<file path="config.mk">
export PLATFORM = sky130hd
export DESIGN_NAME = load_store_unit
export DESIGN_NICKNAME = d
export VERILOG_FILES = /design/src/rtl/lsu_pkg.sv /design/src/rtl/lsu_load_align.sv /design/src/rtl/load_store_unit.sv
export SDC_FILE = /design/constraint.sdc
export NUM_CORES = 1
export LEC_CHECK = 0
export CAP_MARGIN = 10
export CORE_MARGIN = 5
export CORE_UTILIZATION = 37
export CTS_CLUSTER_SIZE = 28
export DETAILED_ROUTE_END_ITERATION = 16
export GPL_TIMING_DRIVEN = 0
export HOLD_SLACK_MARGIN = 0.06
export MAX_ROUTING_LAYER = met4
export PLACE_DENSITY = 0.74
export SLEW_MARGIN = 10
export SYNTH_ARGS = -nofsm -noshare
export SYNTH_HDL_FRONTEND = slang
export SYNTH_SLANG_ARGS = --single-unit
</file>
<file path="constraint.sdc">
create_clock -name clk_i -period 2.21 [get_ports clk_i]
set_input_delay 0.442 -clock clk_i [delete_from_list [all_inputs] [get_ports clk_i]]
set_output_delay 0.442 -clock clk_i [all_outputs]
set_load 0.03 [all_outputs]
</file>
<file path="src/rtl/lsu_pkg.sv">
// Shared constants, state encoding and access-decode helpers for the load/store unit.
package lsu_pkg;

    localparam logic [2:0] F3_B  = 3'b000;
    localparam logic [2:0] F3_H  = 3'b001;
    localparam logic [2:0] F3_W  = 3'b010;
    localparam logic [2:0] F3_BU = 3'b100;
    localparam logic [2:0] F3_HU = 3'b101;

    localparam logic CauseMisaligned = 1'b0;
    localparam logic CauseIllegal    = 1'b1;

    typedef enum logic [1:0] {
        StIdle,
        StReq,
        StWaitRd
    } lsu_state_e;

    function automatic logic f3_illegal(input logic is_store, input logic [2:0] f3);
        if (is_store) begin
            return f3 >= 3'b011;
        end
        return (f3 == 3'b011) || (f3 == 3'b110) || (f3 == 3'b111);
    endfunction

    // Size is encoded in funct3[1:0] for both loads and stores.
    function automatic logic misaligned(input logic [2:0] f3, input logic [1:0] addr);
        case (f3[1:0])
            2'b01:   return addr[0];
            2'b10:   return addr != 2'b00;
            default: return 1'b0;
        endcase
    endfunction

    function automatic logic [3:0] store_strb(input logic [2:0] f3, input logic [1:0] addr);
        case (f3[1:0])
            2'b00:   return 4'b0001 << addr;
            2'b01:   return 4'b0011 << {addr[1], 1'b0};
            default: return 4'b1111;
        endcase
    endfunction

    function automatic logic [31:0] store_data(input logic [2:0] f3, input logic [31:0] wdata);
        case (f3[1:0])
            2'b00:   return {4{wdata[7:0]}};
            2'b01:   return {2{wdata[15:0]}};
            default: return wdata;
        endcase
    endfunction

endpackage

</file>
<file path="src/rtl/lsu_load_align.sv">
// Extracts the addressed byte/half/word lane from a read word and sign- or zero-extends it.
module lsu_load_align
    import lsu_pkg::*;
(
    input  logic [31:0] rdata_i,
    input  logic [1:0]  addr_i,
    input  logic [2:0]  funct3_i,
    output logic [31:0] data_o
);

    logic [7:0]  byte_lane;
    logic [15:0] half_lane;

    always_comb begin
        byte_lane = 8'h00;
        unique case (addr_i)
            2'b00: byte_lane = rdata_i[7:0];
            2'b01: byte_lane = rdata_i[15:8];
            2'b10: byte_lane = rdata_i[23:16];
            2'b11: byte_lane = rdata_i[31:24];
            default: byte_lane = 8'h00;
        endcase
        half_lane = addr_i[1] ? rdata_i[31:16] : rdata_i[15:0];
    end

    always_comb begin
        case (funct3_i)
            F3_B:    data_o = {{24{byte_lane[7]}}, byte_lane};
            F3_BU:   data_o = {24'h000000, byte_lane};
            F3_H:    data_o = {{16{half_lane[15]}}, half_lane};
            F3_HU:   data_o = {16'h0000, half_lane};
            default: data_o = rdata_i;
        endcase
    end

endmodule

</file>
<file path="src/rtl/load_store_unit.sv">
// RV32I memory-access stage: issues one word-aligned request per op and returns aligned loads.
module load_store_unit
    import lsu_pkg::*;
#(
    parameter int unsigned XLEN = 32
) (
    input  logic            clk_i,
    input  logic            rst_ni,
    input  logic            ex_valid_i,
    output logic            ex_ready_o,
    input  logic            ex_is_load_i,
    input  logic            ex_is_store_i,
    input  logic [2:0]      ex_funct3_i,
    input  logic [XLEN-1:0] ex_addr_i,
    input  logic [XLEN-1:0] ex_wdata_i,
    input  logic [4:0]      ex_rd_i,
    output logic            mem_req_o,
    output logic            mem_we_o,
    output logic [XLEN-1:0] mem_addr_o,
    output logic [3:0]      mem_wstrb_o,
    output logic [XLEN-1:0] mem_wdata_o,
    input  logic            mem_gnt_i,
    input  logic            mem_rvalid_i,
    input  logic [XLEN-1:0] mem_rdata_i,
    output logic            wb_valid_o,
    output logic [4:0]      wb_rd_o,
    output logic [XLEN-1:0] wb_data_o,
    output logic            lsu_err_o,
    output logic            lsu_err_cause_o,
    output logic [XLEN-1:0] lsu_err_addr_o
);

    lsu_state_e state_q, state_d;

    logic [XLEN-1:0] addr_q, addr_d;
    logic [2:0]      funct3_q, funct3_d;
    logic [4:0]      rd_q, rd_d;
    logic            we_q, we_d;
    logic [3:0]      wstrb_q, wstrb_d;
    logic [XLEN-1:0] wdata_q, wdata_d;

    logic            wb_valid_q, wb_valid_d;
    logic [4:0]      wb_rd_q, wb_rd_d;
    logic [XLEN-1:0] wb_data_q, wb_data_d;

    logic            err_q, err_d;
    logic            err_cause_q, err_cause_d;
    logic [XLEN-1:0] err_addr_q, err_addr_d;

    logic            op_store;
    logic            op_illegal;
    logic            op_misaligned;
    logic [XLEN-1:0] load_data;

    assign op_store      = ex_is_store_i & ~ex_is_load_i;
    assign op_illegal    = f3_illegal(op_store, ex_funct3_i);
    assign op_misaligned = misaligned(ex_funct3_i, ex_addr_i[1:0]);

    lsu_load_align u_load_align (
        .rdata_i  (mem_rdata_i),
        .addr_i   (addr_q[1:0]),
        .funct3_i (funct3_q),
        .data_o   (load_data)
    );

    always_comb begin
        state_d     = state_q;
        addr_d      = addr_q;
        funct3_d    = funct3_q;
        rd_d        = rd_q;
        we_d        = we_q;
        wstrb_d     = wstrb_q;
        wdata_d     = wdata_q;
        wb_valid_d  = 1'b0;
        wb_rd_d     = wb_rd_q;
        wb_data_d   = wb_data_q;
        err_d       = 1'b0;
        err_cause_d = err_cause_q;
        err_addr_d  = err_addr_q;

        unique case (state_q)
            StIdle: begin
                if (ex_valid_i) begin
                    if (op_illegal || op_misaligned) begin
                        // Faulting ops never reach memory; the unit stays ready.
                        err_d       = 1'b1;
                        err_cause_d = op_illegal ? CauseIllegal : CauseMisaligned;
                        err_addr_d  = ex_addr_i;
                    end else begin
                        state_d  = StReq;
                        addr_d   = ex_addr_i;
                        funct3_d = ex_funct3_i;
                        rd_d     = ex_rd_i;
                        we_d     = op_store;
                        wstrb_d  = op_store ? store_strb(ex_funct3_i, ex_addr_i[1:0]) : 4'b0000;
                        wdata_d  = op_store ? store_data(ex_funct3_i, ex_wdata_i) : '0;
                    end
                end
            end
            StReq: begin
                if (mem_gnt_i) begin
                    state_d = we_q ? StIdle : StWaitRd;
                end
            end
            StWaitRd: begin
                if (mem_rvalid_i) begin
                    state_d    = StIdle;
                    wb_valid_d = 1'b1;
                    wb_rd_d    = rd_q;
                    wb_data_d  = load_data;
                end
            end
            default: state_d = StIdle;
        endcase
    end

    always_ff @(posedge clk_i or negedge rst_ni) begin
        if (!rst_ni) begin
            state_q     <= StIdle;
            addr_q      <= '0;
            funct3_q    <= 3'b000;
            rd_q        <= 5'd0;
            we_q        <= 1'b0;
            wstrb_q     <= 4'b0000;
            wdata_q     <= '0;
            wb_valid_q  <= 1'b0;
            wb_rd_q     <= 5'd0;
            wb_data_q   <= '0;
            err_q       <= 1'b0;
            err_cause_q <= 1'b0;
            err_addr_q  <= '0;
        end else begin
            state_q     <= state_d;
            addr_q      <= addr_d;
            funct3_q    <= funct3_d;
            rd_q        <= rd_d;
            we_q        <= we_d;
            wstrb_q     <= wstrb_d;
            wdata_q     <= wdata_d;
            wb_valid_q  <= wb_valid_d;
            wb_rd_q     <= wb_rd_d;
            wb_data_q   <= wb_data_d;
            err_q       <= err_d;
            err_cause_q <= err_cause_d;
            err_addr_q  <= err_addr_d;
        end
    end

    // Memory-side outputs are forced to zero whenever no request is outstanding.
    assign ex_ready_o      = (state_q == StIdle);
    assign mem_req_o       = (state_q == StReq);
    assign mem_we_o        = mem_req_o & we_q;
    assign mem_addr_o      = mem_req_o ? {addr_q[XLEN-1:2], 2'b00} : '0;
    assign mem_wstrb_o     = mem_req_o ? wstrb_q : 4'b0000;
    assign mem_wdata_o     = mem_req_o ? wdata_q : '0;
    assign wb_valid_o      = wb_valid_q;
    assign wb_rd_o         = wb_rd_q;
    assign wb_data_o       = wb_data_q;
    assign lsu_err_o       = err_q;
    assign lsu_err_cause_o = err_cause_q;
    assign lsu_err_addr_o  = err_addr_q;

endmodule

</file>
Word level (Yosys, flattened, before mapping)
Cells that the tools add are included.
W data, S select, Z words.
{ "totals": {"register_bits": 151, "latch_bits": 0, "ram_bits": 0, "mem_bits_ro": 0, "wordCells": 75, "mem_count": 0} }
{ "op_classes": {"n_addsub": 0, "mul": 0, "div": 0, "order_cmp": 1, "eq_ne": 17, "shift": 2, "n_mux": 26, "bitwise_logic": 4, "reduce_logical": 12} }
{ "ops": {"columns": ["cell", "n"], "rows": [
  ["$pmux W32 S4", 1],
  ["$mux W32", 3],
  ["$pmux W32 S2", 1],
  ["$pmux W8 S4", 1],
  ["$mux W16", 1],
  ["$eq A3 B3 Y1 const B", 4],
  ["$mux W2", 5],
  ["$mux W1", 9],
  ["$eq A2 B2 Y1 const B", 4],
  ["$mux W4", 2],
  ["$pmux W4 S2", 1],
  ["$eq A2 B1 Y1 const B", 3],
  ["$logic_not A2 Y1", 3],
  ["$ne A2 B2 Y1 const B", 3],
  ["$pmux W2 S3", 1],
  ["$reduce_and A3 Y1", 2],
  ["$reduce_and A4 Y1", 1],
  ["$shl A1 B2 Y4 const A", 1],
  ["$shl A2 B2 Y4 const A", 1],
  ["$eq A3 B1 Y1 const B", 1],
  ["$eq A3 B2 Y1 const B", 1],
  ["$ge A3 B2 Y1 const B", 1],
  ["$logic_not A3 Y1", 1],
  ["$logic_or A1 B1 Y1", 3],
  ["6 further kinds", 8]
]} }

Logic depth before layout (Yosys ltp)
{ "logic_depth": {"word_depth": 8, "mapped_depth": 9, "depth_no_buf": 6} }

Modules after synthesis
A second synthesis with hierarchy kept.
{ "hier_totals": {"hier_cells": 673, "area_unflattened_um2": 7347.0} }
{ "by_module_without_submodules": {"columns": ["module", "instances", "cells_each", "area_each_um2"], "rows": [
  ["load_store_unit", 1, 562, 6678.9],
  ["lsu_load_align", 1, 111, 668.1]
]} }

Worst setup path before layout
No wires, ideal clock.
{ "synth_timing": {"path_type": "input port to flip-flop", "from": "in ex_funct3_i[0]", "to": "reg addr_q[22]", "setup_time_ps": 125, "arrival_time_ps": 1917, "setup_slack_ps": 168, "cell_stages": 9, "n_path_buf": 3, "cell_sequence": "inv_1 -> ha_1 -> o211a_1 -> a31oi_1 -> and3b_1 -> buf_6 -> buf_12 -> buf_12 -> mux2_4"} }
{ "synth_via": {"elab_chain_len": 7, "elab_cells_between_ends": 14, "cone_classes": "order compare: 1; eq/ne: 5; mux: 3; bitwise: 1; reduce/logical: 4"} }
{ "synth_rtl": {"columns": ["item", "line", "text"], "rows": [
  ["start, declared", "load_store_unit.sv:13", "input logic [2:0] ex_funct3_i,"],
  ["parallel branches: the longest is 4 deep, another holds $ge A3 B2 Y1", null, null],
  ["$logic_or A1 B1 Y1 *", "load_store_unit.sv:84", "if (op_illegal || op_misaligned) begin"],
  ["$not A1 Y1 (no source line) *", null, null],
  ["$reduce_and A3 Y1 (no source line) *", null, null],
  ["end signal, assigned", "load_store_unit.sv:134", "addr_q <= addr_d;"],
  ["end, declared", "load_store_unit.sv:35", "logic [XLEN-1:0] addr_q, addr_d;"]
]} }
Every way passes the cells marked *. The select of a mux whose other input is x is not followed.
A chain may end at the register's enable or synchronous reset.

Final worst setup path
{ "layout_timing": {"from": "reg state_q[1]", "to": "out ex_ready_o"} }
{ "layout_via": {"elab_chain_len": 1} }
{ "layout_rtl": {"columns": ["item", "line", "text"], "rows": [
  ["start, declared", "load_store_unit.sv:33", "lsu_state_e state_q, state_d;"],
  ["start signal, assigned", "load_store_unit.sv:119", "state_q <= StIdle;"],
  ["start signal, assigned", "load_store_unit.sv:133", "state_q <= state_d;"],
  ["$logic_not A2 Y1", "load_store_unit.sv:150", "assign ex_ready_o = (state_q == StIdle);"],
  ["end, declared", "load_store_unit.sv:10", "output logic ex_ready_o,"]
]} }
Every way passes these cells.

==> results by group <==
Run
  • Maxcap violations: 0

Critical path
  • Startpoint types: flop
  • Worst path required time: 1770 ps
  • Crit path arrival time: 1710 ps
  • Maximum fanout along the worst path: 4
  • WS Path Type: reg2out
  • Critical Path End Type: primary output

Layout
  • Final nets: 1038
  • Commonest non-fill, non-tap cell in the layout: clkdlybuf4s50_1
  • Syn-to-layout area delta: 43.97%
  • Most frequent cells in the layout: 178 x clkdlybuf4s50_1, 151 x dfrtp_1, 90 x mux2_2
  • Fill cells: 1762
  • Post-layout util: 53.71%
  • Seq. cell area: 0.003779 mm^2
  • Diode count: 0
  • Share of layout cells above drive strength 1: 26.28%
  • Multi-input gate area: 0.003105 mm^2

Timing
  • Final period utilization: 97.50%
  • Final setup viols: 0
  • Setup ws final: 55.28 ps
  • Worst Skew: 12.03 ps
  • Worst Max-Slew Pin Slew: 571.9 ps
  • Slew Viols, Final: 0
  • Slew headroom: 61.62%
  • Final Hold Fails: 0
  • Peak Freq: 464.1 MHz
  • Min Tclk post-route: 2155 ps
  • RSZ-0062 raised after global routing: false
  • Hold WS: 366.7 ps

Yosys
  • Synth Area per Inst: 11.11 um^2
  • Post-synth ARST share: 100.0%
  • Sequential-to-total area share from yosys stat: 52.39%
  • Synth Cell Area: 0.007213 mm^2
  • #FFs+latches synth: 151
  • XOR/XNOR Fraction of Synth Area: 0%
  • Top FF cell, synth: dfrtp_1
  • Yosys warns: 0
  • Compound-Gate Fraction of Synth Area: 9.939%
  • Adder-cell area share of the yosys netlist: 0.6938%
  • Post-Synth Simple-Gate Area: 14.33%
  • Post-synth EDFFs: 0
  • Post-synthesis mux area share: 17.76%
  • Synthesized instance count: 649
  • Yosys cell types: 41
  • Largest family of logic cells by synthesized area: multiplexers

Place
  • Port Buffers: 251
  • Pre-CTS WS: -835.1 ps
  • GP Congestion: 0.9037
  • Dpl hpwl: 16470 um

GRT
  • Aggregate global routing overflow: 0
  • GRT Overall Usage: 20.37%
  • First-pass GRT wire length: 34160 um
  • Initial antenna violation count: 0
  • Largest net degree at the start of global routing: 83
  • Vias in the first global route: 6175

Power and ir drop
  • Peak VDD IR: 0.5999 mV
  • Total power: 14.02 mW
  • PwrDens: 1350 mW/mm^2
  • LEAKAGE: 4.697 nW

Floorplan
  • Initial Util: 37.31%
  • Die Y: 149.6 um
  • Core Box Area: 0.01933 mm^2
  • Row count: 51
  • Die width: 149.6 um
  • Die Area: 0.02239 mm^2
  • Num ports: 254

Route
  • Via density: 4.908
  • Per-cell routed wire length: 18.21 um
  • First-pass DRT Iterations: 4
  • Antenna-violating nets left: 0
  • Initial DRC count: 273
  • DRC viols: 0
  • Vias: 5894
  • Final wirelength: 21870 um

Clock tree
  • Clock-pin slew on the worst setup and hold paths: 60 ps
  • # H-tree levels: 4
  • Total CTS buffers: 17
  • Clk buf depth: 2
  • Root buf cell: clkbuf_16
  • TritonCTS clock tree: yes
  • Clk sinks: 151
  • Worst-Skew Late Latency: 420 ps

Run status
  • Status: complete, no violations

Min path
  • Hold Crit Class: in2reg
==> final timing paths <==
kind,start,endpoint,slack (ps),cells past startpoint
max,state_q[1],ex_ready_o,60,2
min,ex_funct3_i[1],funct3_q[1],370,2
max reg2reg,addr_q[1],wb_data_o[28],280,5
min reg2reg,rd_q[4],wb_rd_o[4],470,2
max in group asynchronous,rst_ni,addr_q[1],820,3
min in group asynchronous,rst_ni,lsu_err_addr_o[23],590,2
==> critical path, cell delays in order (launching register included) <==
cell and delay (ps):
dfrtp_1 430, nor2_1 160, clkdlybuf4s50_1 700
==> layout make-up <==
cell class,instances,area share (%)
buffer,47,3.169
clock buffer,18,4.133
clock inverter,14,1.120
inverter,18,0.6506
multi-input combinational,434,29.90
sequential,151,36.39
tap,265,3.193
timing repair buffer,254,21.45
==> through the flow <==
step                      setup TNS (ps)  cells  cell area, um^2
final                                  0   1201            10390
after global routing                   0   1201            10390
after CTS                              0   1201            10510
after detailed placement         -119380   1167            10090
after global placement           -975270   1166            10060
after floorplan                        0    650             7217
==> routing by layer <==
layer	global-route usage (%)	vias to the layer above	routed length [um]
li1	-	2771	-
met1	26.09	2858	9440
met2	31.24	227	10230
met3	5.391	38	1596
met4	7.551	0	599
met5	-	-	0
==> sequential cells by signal, indices dropped and copies added (netlist names) <==
| register | flops |
|---|---|
| addr_q | 32 |
| funct3_q | 3 |
| lsu_err_addr_o | 32 |
| lsu_err_cause_o | 1 |
| lsu_err_o | 1 |
| rd_q | 5 |
| state_q | 2 |
| wb_data_o | 32 |
| wb_rd_o | 5 |
| wb_valid_o | 1 |
| wdata_q | 32 |
| we_q | 1 |
| wstrb_q | 4 |
==> logic make-up (layout without fill, tap and decap cells) <==
group	Yosys count	in the layout
adder cells (fa/ha/maj)	4	4
AND/OR/NAND/NOR	210	210
multiplexers	111	111
buffers and inverters	65	351
AO/OA/AOI/OAI	107	107
flip-flops	151	151
other	1	2
==> synthesized netlist by cell type (6+ instances only) <==
cell | instances | share of area, %
a21oi_1 | 52 | 3.6
a221oi_1 | 8 | 0.97
a22o_1 | 8 | 0.97
a22oi_1 | 8 | 0.83
a31oi_1 | 9 | 0.78
and2_1 | 67 | 5.8
buf_4 | 10 | 1.0
clkbuf_1 | 26 | 1.4
dfrtp_1 | 151 | 52
inv_1 | 17 | 0.88
mux2_2 | 90 | 14
mux2_4 | 9 | 1.9
mux2i_1 | 11 | 1.5
nand2_1 | 88 | 4.6
nand2b_1 | 11 | 0.95
nor2_1 | 28 | 1.5
nor3_1 | 7 | 0.49
o21ai_0 | 6 | 0.42
o221a_2 | 7 | 1.1
==> power by group <==
group | total (mW) | internal, mW | leakage (nW) | switching (mW)
combinational | 6.68 | 2.97 | 2.61 | 3.71
sequential | 4.62 | 3.99 | 1.84 | 0.635
clock | 2.71 | 1.46 | 0.251 | 1.25
total | 14.0 | 8.43 | 4.70 | 5.59
==> timing repair <==
item	4_1_cts	5_1_grt
buffers inserted	1	0
hold buffers	1	0
hold endpoints to repair	69	0
endpoints found under the setup margin	179	96
gates resized for setup	327	42
Power figures use the tool's default switching activity.
